===== config.mk =====
export PLATFORM = sky130hd
export DESIGN_NAME = fetch_pc_queue
export DESIGN_NICKNAME = d
export VERILOG_FILES = /design/src/rtl/fetch_pc_queue_pkg.sv /design/src/rtl/fetch_pc_queue_fifo.sv /design/src/rtl/fetch_pc_queue.sv
export SDC_FILE = /design/constraint.sdc
export NUM_CORES = 1
export LEC_CHECK = 0
export CORE_ASPECT_RATIO = 1.2
export CORE_MARGIN = 5
export CORE_UTILIZATION = 50
export DETAILED_ROUTE_END_ITERATION = 7
export GPL_ROUTABILITY_DRIVEN = 1
export GPL_TIMING_DRIVEN = 1
export PLACE_DENSITY = 0.77
export SYNTH_ARGS = -nofsm -noshare
export SYNTH_HDL_FRONTEND = slang
export SYNTH_HIERARCHICAL = 1
export SYNTH_SLANG_ARGS = --single-unit
export TNS_END_PERCENT = 30

===== constraint.sdc =====
create_clock -name clk -period 4.8 [get_ports clk]
set_clock_uncertainty 0.2 [all_clocks]
set_input_delay 1.2 -clock clk [delete_from_list [all_inputs] [get_ports clk]]
set_output_delay 1.2 -clock clk [all_outputs]
set_load 0.02 [all_outputs]

===== src/rtl/fetch_pc_queue_pkg.sv =====
// Shared definitions for the fetch PC queue: default widths, instruction step, NOP encoding.
package fetch_pc_queue_pkg;

    localparam int XLEN_DEFAULT = 64;
    localparam int ILEN_DEFAULT = 32;
    localparam int INSTR_BYTES  = 4;

    // Presented on deq_instr whenever the queue is empty so decode never sees garbage bits.
    localparam logic [31:0] NOP_INSTR = 32'h0000_0013;

endpackage


===== src/rtl/fetch_pc_queue_fifo.sv =====
// Generic synchronous FIFO with show-ahead head, flush and occupancy count.
// Used both as the decode-side output queue and as the in-flight PC tracker.
module fetch_pc_queue_fifo #(
    parameter int WIDTH = 96,
    parameter int DEPTH = 4
) (
    input  logic                   clk,
    input  logic                   reset,
    input  logic                   flush,
    input  logic                   push,
    input  logic [WIDTH-1:0]       push_data,
    input  logic                   pop,
    output logic [WIDTH-1:0]       head_data,
    output logic [$clog2(DEPTH):0] count
);

    localparam int AW = $clog2(DEPTH);
    localparam int CW = AW + 1;

    logic [WIDTH-1:0] mem [DEPTH];
    logic [AW-1:0]    rd_ptr_reg;
    logic [AW-1:0]    wr_ptr_reg;
    logic [CW-1:0]    count_reg;
    logic             full;
    logic             empty;
    logic             do_push;
    logic             do_pop;
    logic             wr_en;

    assign full      = (count_reg == CW'(DEPTH));
    assign empty     = (count_reg == '0);
    // A push into a full FIFO is fine when the head leaves in the same cycle.
    assign do_push   = push && (!full || pop);
    assign do_pop    = pop && !empty;
    assign wr_en     = do_push && !flush;
    assign head_data = mem[rd_ptr_reg];
    assign count     = count_reg;

    // Pointer and occupancy bookkeeping; flush empties the FIFO and discards a same-cycle push.
    always_ff @(posedge clk or negedge reset) begin
        if (!reset) begin
            rd_ptr_reg <= '0;
            wr_ptr_reg <= '0;
            count_reg  <= '0;
        end else if (flush) begin
            rd_ptr_reg <= '0;
            wr_ptr_reg <= '0;
            count_reg  <= '0;
        end else begin
            if (do_push) begin
                wr_ptr_reg <= wr_ptr_reg + 1'b1;
            end
            if (do_pop) begin
                rd_ptr_reg <= rd_ptr_reg + 1'b1;
            end
            count_reg <= count_reg + CW'(do_push) - CW'(do_pop);
        end
    end

    generate
        for (genvar gi = 0; gi < DEPTH; gi++) begin : g_entry
            // Storage entry gi; data needs no reset since count gates its visibility.
            always_ff @(posedge clk) begin
                if (wr_en && (wr_ptr_reg == AW'(gi))) begin
                    mem[gi] <= push_data;
                end
            end
        end
    endgenerate

endmodule


===== src/rtl/fetch_pc_queue.sv =====
// Fetch PC owner: issues in-order imem requests under a credit limit, pairs responses
// with their PCs and queues {pc, instr} for decode. Redirect flushes and drops stale fetches.
module fetch_pc_queue
    import fetch_pc_queue_pkg::*;
#(
    parameter int               XLEN         = XLEN_DEFAULT,
    parameter int               ILEN         = ILEN_DEFAULT,
    parameter int               DEPTH        = 4,
    parameter logic [XLEN-1:0]  RESET_VECTOR = '0
) (
    input  logic            clk,
    input  logic            reset,
    output logic            imem_req_valid,
    input  logic            imem_req_ready,
    output logic [XLEN-1:0] imem_req_addr,
    input  logic            imem_rsp_valid,
    input  logic [ILEN-1:0] imem_rsp_data,
    input  logic            redirect_valid,
    input  logic [XLEN-1:0] redirect_pc,
    output logic            deq_valid,
    input  logic            deq_ready,
    output logic [XLEN-1:0] deq_pc,
    output logic [ILEN-1:0] deq_instr,
    output logic [XLEN-1:0] pc,
    output logic [XLEN-1:0] pc_next
);

    localparam int CW = $clog2(DEPTH) + 1;

    logic [XLEN-1:0]      pc_reg;
    logic [CW-1:0]        outstanding_reg;
    logic [CW-1:0]        outstanding_next;
    logic [CW-1:0]        drop_cnt_reg;
    logic [CW-1:0]        drop_cnt_next;

    logic [CW-1:0]        q_count;
    logic [CW-1:0]        trk_count;
    logic [XLEN+ILEN-1:0] q_head;
    logic [XLEN-1:0]      trk_head;
    logic [CW:0]          credit_sum;
    logic [XLEN-1:0]      redirect_aligned;

    logic                 req_fire;
    logic                 rsp_accept;
    logic                 rsp_drop;
    logic                 enq;
    logic                 deq_fire;
    logic                 unused_bits;

    // Every queued entry plus every in-flight fetch holds a slot, so a response always has room.
    assign credit_sum       = {1'b0, q_count} + {1'b0, outstanding_reg};
    assign imem_req_valid   = reset && !redirect_valid && (credit_sum < (CW+1)'(DEPTH));
    assign imem_req_addr    = pc_reg;
    assign req_fire         = imem_req_valid && imem_req_ready;

    // Stray responses with nothing outstanding (e.g. after reset) are ignored entirely.
    assign rsp_accept       = imem_rsp_valid && (outstanding_reg != '0);
    assign rsp_drop         = rsp_accept && (drop_cnt_reg != '0);
    assign enq              = rsp_accept && !rsp_drop && !redirect_valid;

    assign deq_valid        = (q_count != '0);
    assign deq_fire         = deq_valid && deq_ready;
    assign deq_pc           = q_head[XLEN+ILEN-1:ILEN];
    assign deq_instr        = deq_valid ? q_head[ILEN-1:0] : ILEN'(NOP_INSTR);

    assign redirect_aligned = {redirect_pc[XLEN-1:2], 2'b00};
    assign pc               = pc_reg;
    assign unused_bits      = ^{redirect_pc[1:0], trk_count};

    // Next PC, in-flight count and drop count; redirect overrides all other updates.
    always_comb begin
        pc_next          = pc_reg;
        outstanding_next = outstanding_reg + CW'(req_fire) - CW'(rsp_accept);
        drop_cnt_next    = drop_cnt_reg;
        if (redirect_valid) begin
            pc_next       = redirect_aligned;
            drop_cnt_next = outstanding_reg - CW'(rsp_accept);
        end else begin
            if (req_fire) begin
                pc_next = pc_reg + XLEN'(INSTR_BYTES);
            end
            if (rsp_drop) begin
                drop_cnt_next = drop_cnt_reg - 1'b1;
            end
        end
    end

    // Architectural fetch state.
    always_ff @(posedge clk or negedge reset) begin
        if (!reset) begin
            pc_reg          <= RESET_VECTOR;
            outstanding_reg <= '0;
            drop_cnt_reg    <= '0;
        end else begin
            pc_reg          <= pc_next;
            outstanding_reg <= outstanding_next;
            drop_cnt_reg    <= drop_cnt_next;
        end
    end

    // PCs of requests whose responses will be kept; dropped fetches were flushed with redirect.
    fetch_pc_queue_fifo #(
        .WIDTH (XLEN),
        .DEPTH (DEPTH)
    ) u_trk (
        .clk       (clk),
        .reset     (reset),
        .flush     (redirect_valid),
        .push      (req_fire),
        .push_data (pc_reg),
        .pop       (enq),
        .head_data (trk_head),
        .count     (trk_count)
    );

    // Decode-facing queue of {pc, instr}.
    fetch_pc_queue_fifo #(
        .WIDTH (XLEN + ILEN),
        .DEPTH (DEPTH)
    ) u_q (
        .clk       (clk),
        .reset     (reset),
        .flush     (redirect_valid),
        .push      (enq),
        .push_data ({trk_head, imem_rsp_data}),
        .pop       (deq_fire),
        .head_data (q_head),
        .count     (q_count)
    );

endmodule


==> results by group <==
Power and ir drop
  – Switching part of the total: between 20% and 30%
  – Flop pwr share: between 50% and 60%
  – Pwr Density: 379.8 nW/um^2
  – Worst vdd ir: 0.2021 mV
  – Clock share of power: between 30% and 40%
  – Sw Pwr: 3.292 mW
  – LEAKAGE: approximately 12 nW
  – Comb power frac: 12.1%
  – Int Pwr: around 11 mW
  – Tot Pwr: ~14 mW

Die
  – IO Pins: 392
  – Row cnt: 96
  – Die X: 229.0 um
  – Full die area: ~62000 sq um
  – Core ar.: ~57000 sq um
  – Die Ht: roughly 270 um
  – Initial Util: between 50 and 60%

Final layout
  – Syn-to-layout area delta: 29.24%
  – Final cell count without fillers: 2804
  – Diode count: 0
  – Register name with the most flops: u_q/mem
  – Max reg flops: 384
  – Nets: 2143
  – Layout cell share with drive strength beyond 1: 29.24%

Synth
  – Avg Cell Area, Syn: approximately 19 sq um
  – Net Count, Synth: about 1600
  – EDFF count, synth: 640
  – Main synth FF type: edfxtp_1
  – Post-Syn Instances: approximately 1500
  – Post-Syn Area: 28790 sq um
  – Post-synth cell types: between 40 and 50
  – Sequential share of the synthesized area: between 70% and 80%
  – Yosys warns: 6
  – Post-synth ARST share: between 10 and 15%
  – Seq cells post-synth: a little over 700

Timing
  – # setup viols final: 33
  – Final setup margin: -0.4756 ns
  – Final hold violation count: 0
  – Worst Tran Pin Value: 1.129 ns
  – RSZ-0062 raised after global routing: true
  – Slew HR: between 20% and 30%
  – TNS Setup: -7.433 ns
  – Min Clock Period, post-route: ~5.3 ns
  – Final Cycle Share: 109.9%
  – Fmax: 0.1896 GHz
  – Final Max Slew Viols: 0

Worst setup path
  – Reg2reg setup slack: 0.24 ns
  – R2R cell count: 19
  – Startpoint Class: input pin
  – FF-to-FF Start: outstanding_reg[2]
  – Crit-path max FO: 7
  – WS Path Type: in2out
  – Worst path arrival time: about 3.9 ns
  – Crit path required time: ~3.4 ns
  – Element type at the critical path end: primary output
  – Reg2reg end: imem_req_addr[48]

CTS
  – Clk slew on worst S/H paths: approximately 0.060 ns
  – H-tree depth: 3
  – Max Buffers Root-to-Sink: 3
  – Clock Latency Late Sink: roughly 0.61 ns
  – TritonCTS clock tree: yes
  – Clock root buffer: clkbuf_16
  – CTS sink cnt: 724
  – CTS buffer count: 70
  – Post-CTS Hold Buffers: 0

GRT
  – Global-route wire length before repair: ~110 mm
  – GRT Util Overall: between 20% and 30%
  – Grt total ovfl: 0
  – Initial antenna violation count: 1
  – Largest net degree at the start of global routing: 68
  – Vias in the first global route: between 15000 and 20000

Outcome
  – Status: finished, violations left
  – Failing checks: setup timing

Drt
  – Routed Antenna Nets: 0
  – Average wire per standard cell: approximately 27 um
  – Detailed router's first-iteration violation count: 1611
  – Via count: between 15000 and 20000
  – DRC errors left: 0
  – Vias per inst: ~6
  – Initial DRT Pass Iterations: 6
  – Total wire length: 75.34 mm

Place
  – Hpwl dp: roughly 46 mm
  – Global placement routability congestion: just under 0.9
  – Number of cells after detailed placement: approximately 2600
  – Port bufs: about 390

Hold path
  – Hold Path Sink: u_trk/mem[0][1]
  – Hold depth: 0
  – Hold Path Class: reg2reg
  – Hold_sp: imem_req_addr[1]

Run
  – Max Cap Viol: 0
==> how the worst max path moves through the flow <==
| stage | from | to | slack (ns) | depth (start not counted) |
|---|---|---|---|---|
| 3_3_place_gp | reset | pc_next[56] | -1.17 | 7 |
| 5_1_grt | outstanding_reg[2] | pc_next[52] | -0.61 | 9 |
| 2_1_floorplan | redirect_valid | u_q/mem[1][0] | -0.62 | 5 |
| 3_5_place_dp | reset | pc_next[50] | -1.24 | 8 |
| 4_1_cts | u_q/count[2] | pc_next[52] | -0.38 | 8 |
| 6_report | reset | pc_next[52] | -0.48 | 9 |
==> cells in the mapped netlist, drive strengths merged (3+ instances only) <==
library cell | number | area, sq um
nor4b | 4 | 47.55
dfrtp | 84 | 2102
o31ai | 3 | 22.52
clkbuf | 33 | 123.9
and2 | 10 | 62.56
nor3 | 16 | 80.08
xnor2 | 38 | 332.8
ha | 21 | 262.8
mux2i | 4 | 40.04
and3 | 8 | 50.05
fa | 3 | 60.06
nand3 | 18 | 90.09
nor2 | 41 | 153.9
mux4 | 160 | 3603
o21ai | 60 | 300.3
nor4 | 15 | 93.84
xor2 | 15 | 131.4
mux2 | 4 | 45.04
o31a | 3 | 26.28
nand2b | 5 | 31.28
nor2b | 36 | 225.2
buf | 99 | 744.5
or2 | 4 | 25.02
inv | 27 | 101.3
a31oi | 20 | 125.1
or4 | 10 | 75.07
nand2 | 74 | 277.8
or3 | 20 | 125.1
edfxtp | 640 | 19220
nand4 | 18 | 112.6
==> kinds of logic after synthesis <==
group	share of synthesized area, %
adder cells (fa/ha/maj)	1.121
AND/OR/NAND/NOR	5.259
XOR/XNOR	1.612
multiplexers	12.81
buffers and inverters	3.381
AO/OA/AOI/OAI	1.752
flip-flops	74.06
==> repair_timing <==
action / in CTS / in global routing
resized for setup: 343 / 145
setup buffers: 28 / 14
gates cloned: 2 / 0
endpoints found under the hold margin: 0 / 0
pin swaps: 32 / 9
setup endpoints to repair: 62 / 61
==> cell type report <==
class / instances / area (sq um)
Inverter: 28 / 105.1
Sequential cell: 724 / 21340
Clock buffer: 89 / 1917
Clock inverter: 35 / 270.3
Tap cell: 735 / 919.6
Multi-Input combinational cell: 621 / 7147
Timing Repair Buffer: 572 / 5510
Fill cell: 3747 / 19970
==> per-stage QoR <==
stage / utilization (%) / instance area (sq um) / hold WS, ns / setup WS, ns
finish: 65.07 / 37200 / 0.3837 / -0.4756
detailed placement: 59.62 / 34090 / 0.3650 / -1.241
global route: 65.07 / 37200 / 0.4072 / -0.6100
CTS: 64.42 / 36830 / 0.3832 / -0.3846
floorplan: - / 28790 / 0.3078 / -0.6206
global placement: 59.62 / 34090 / 0.3593 / -1.175
==> worst max-delay path, stage by stage <==
cell and delay, ns:
buf_6 0.10, or4b_4 0.46, or4_4 0.49, or4_4 0.60, buf_4 0.18, buf_16 0.14
o21ai_0 0.33, a31oi_2 0.18, buf_4 0.19
==> power groups by stage <==
stage          sequential (mW)  clock, mW  combinational (mW)
2_1_floorplan             7.35          0               0.704
3_3_place_gp              7.26          0                1.59
3_5_place_dp              7.27          0                1.63
4_1_cts                   7.14       5.35                1.68
5_1_grt                   7.16       5.66                1.82
6_report                  7.15       5.27                1.71
==> layout by cell type (no fill, tap or decap), types with 6 or more instances in the layout <==
cell,count
a31oi_2,6
a31oi_4,13
and2_4,8
and3_1,8
buf_12,23
buf_2,8
buf_4,182
buf_6,17
clkbuf_1,13
clkbuf_16,73
clkdlybuf4s15_2,8
clkdlybuf4s50_1,324
clkinv_1,15
clkinv_2,12
dfrtp_1,80
edfxtp_1,640
ha_1,21
inv_1,26
mux4_2,160
nand2_1,74
nand3_1,18
nand4_1,18
nor2_1,40
nor2b_1,36
nor3_2,9
nor4_4,8
o21ai_0,14
o21ai_1,32
o21ai_2,13
or3_1,8
or3_4,12
or4_4,6
xnor2_1,37
xor2_1,15
==> per-layer routing <==
layer | global-route usage [%] | up-vias | routed length (um)
met5 | 0 | - | 0
met4 | 8.817 | 0 | 3386
met1 | 29.82 | 8516 | 28670
li1 | - | 6940 | -
met2 | 39.69 | 859 | 37790
met3 | 5.091 | 227 | 5491
Note: power is estimated with default switching activity, not from simulation.
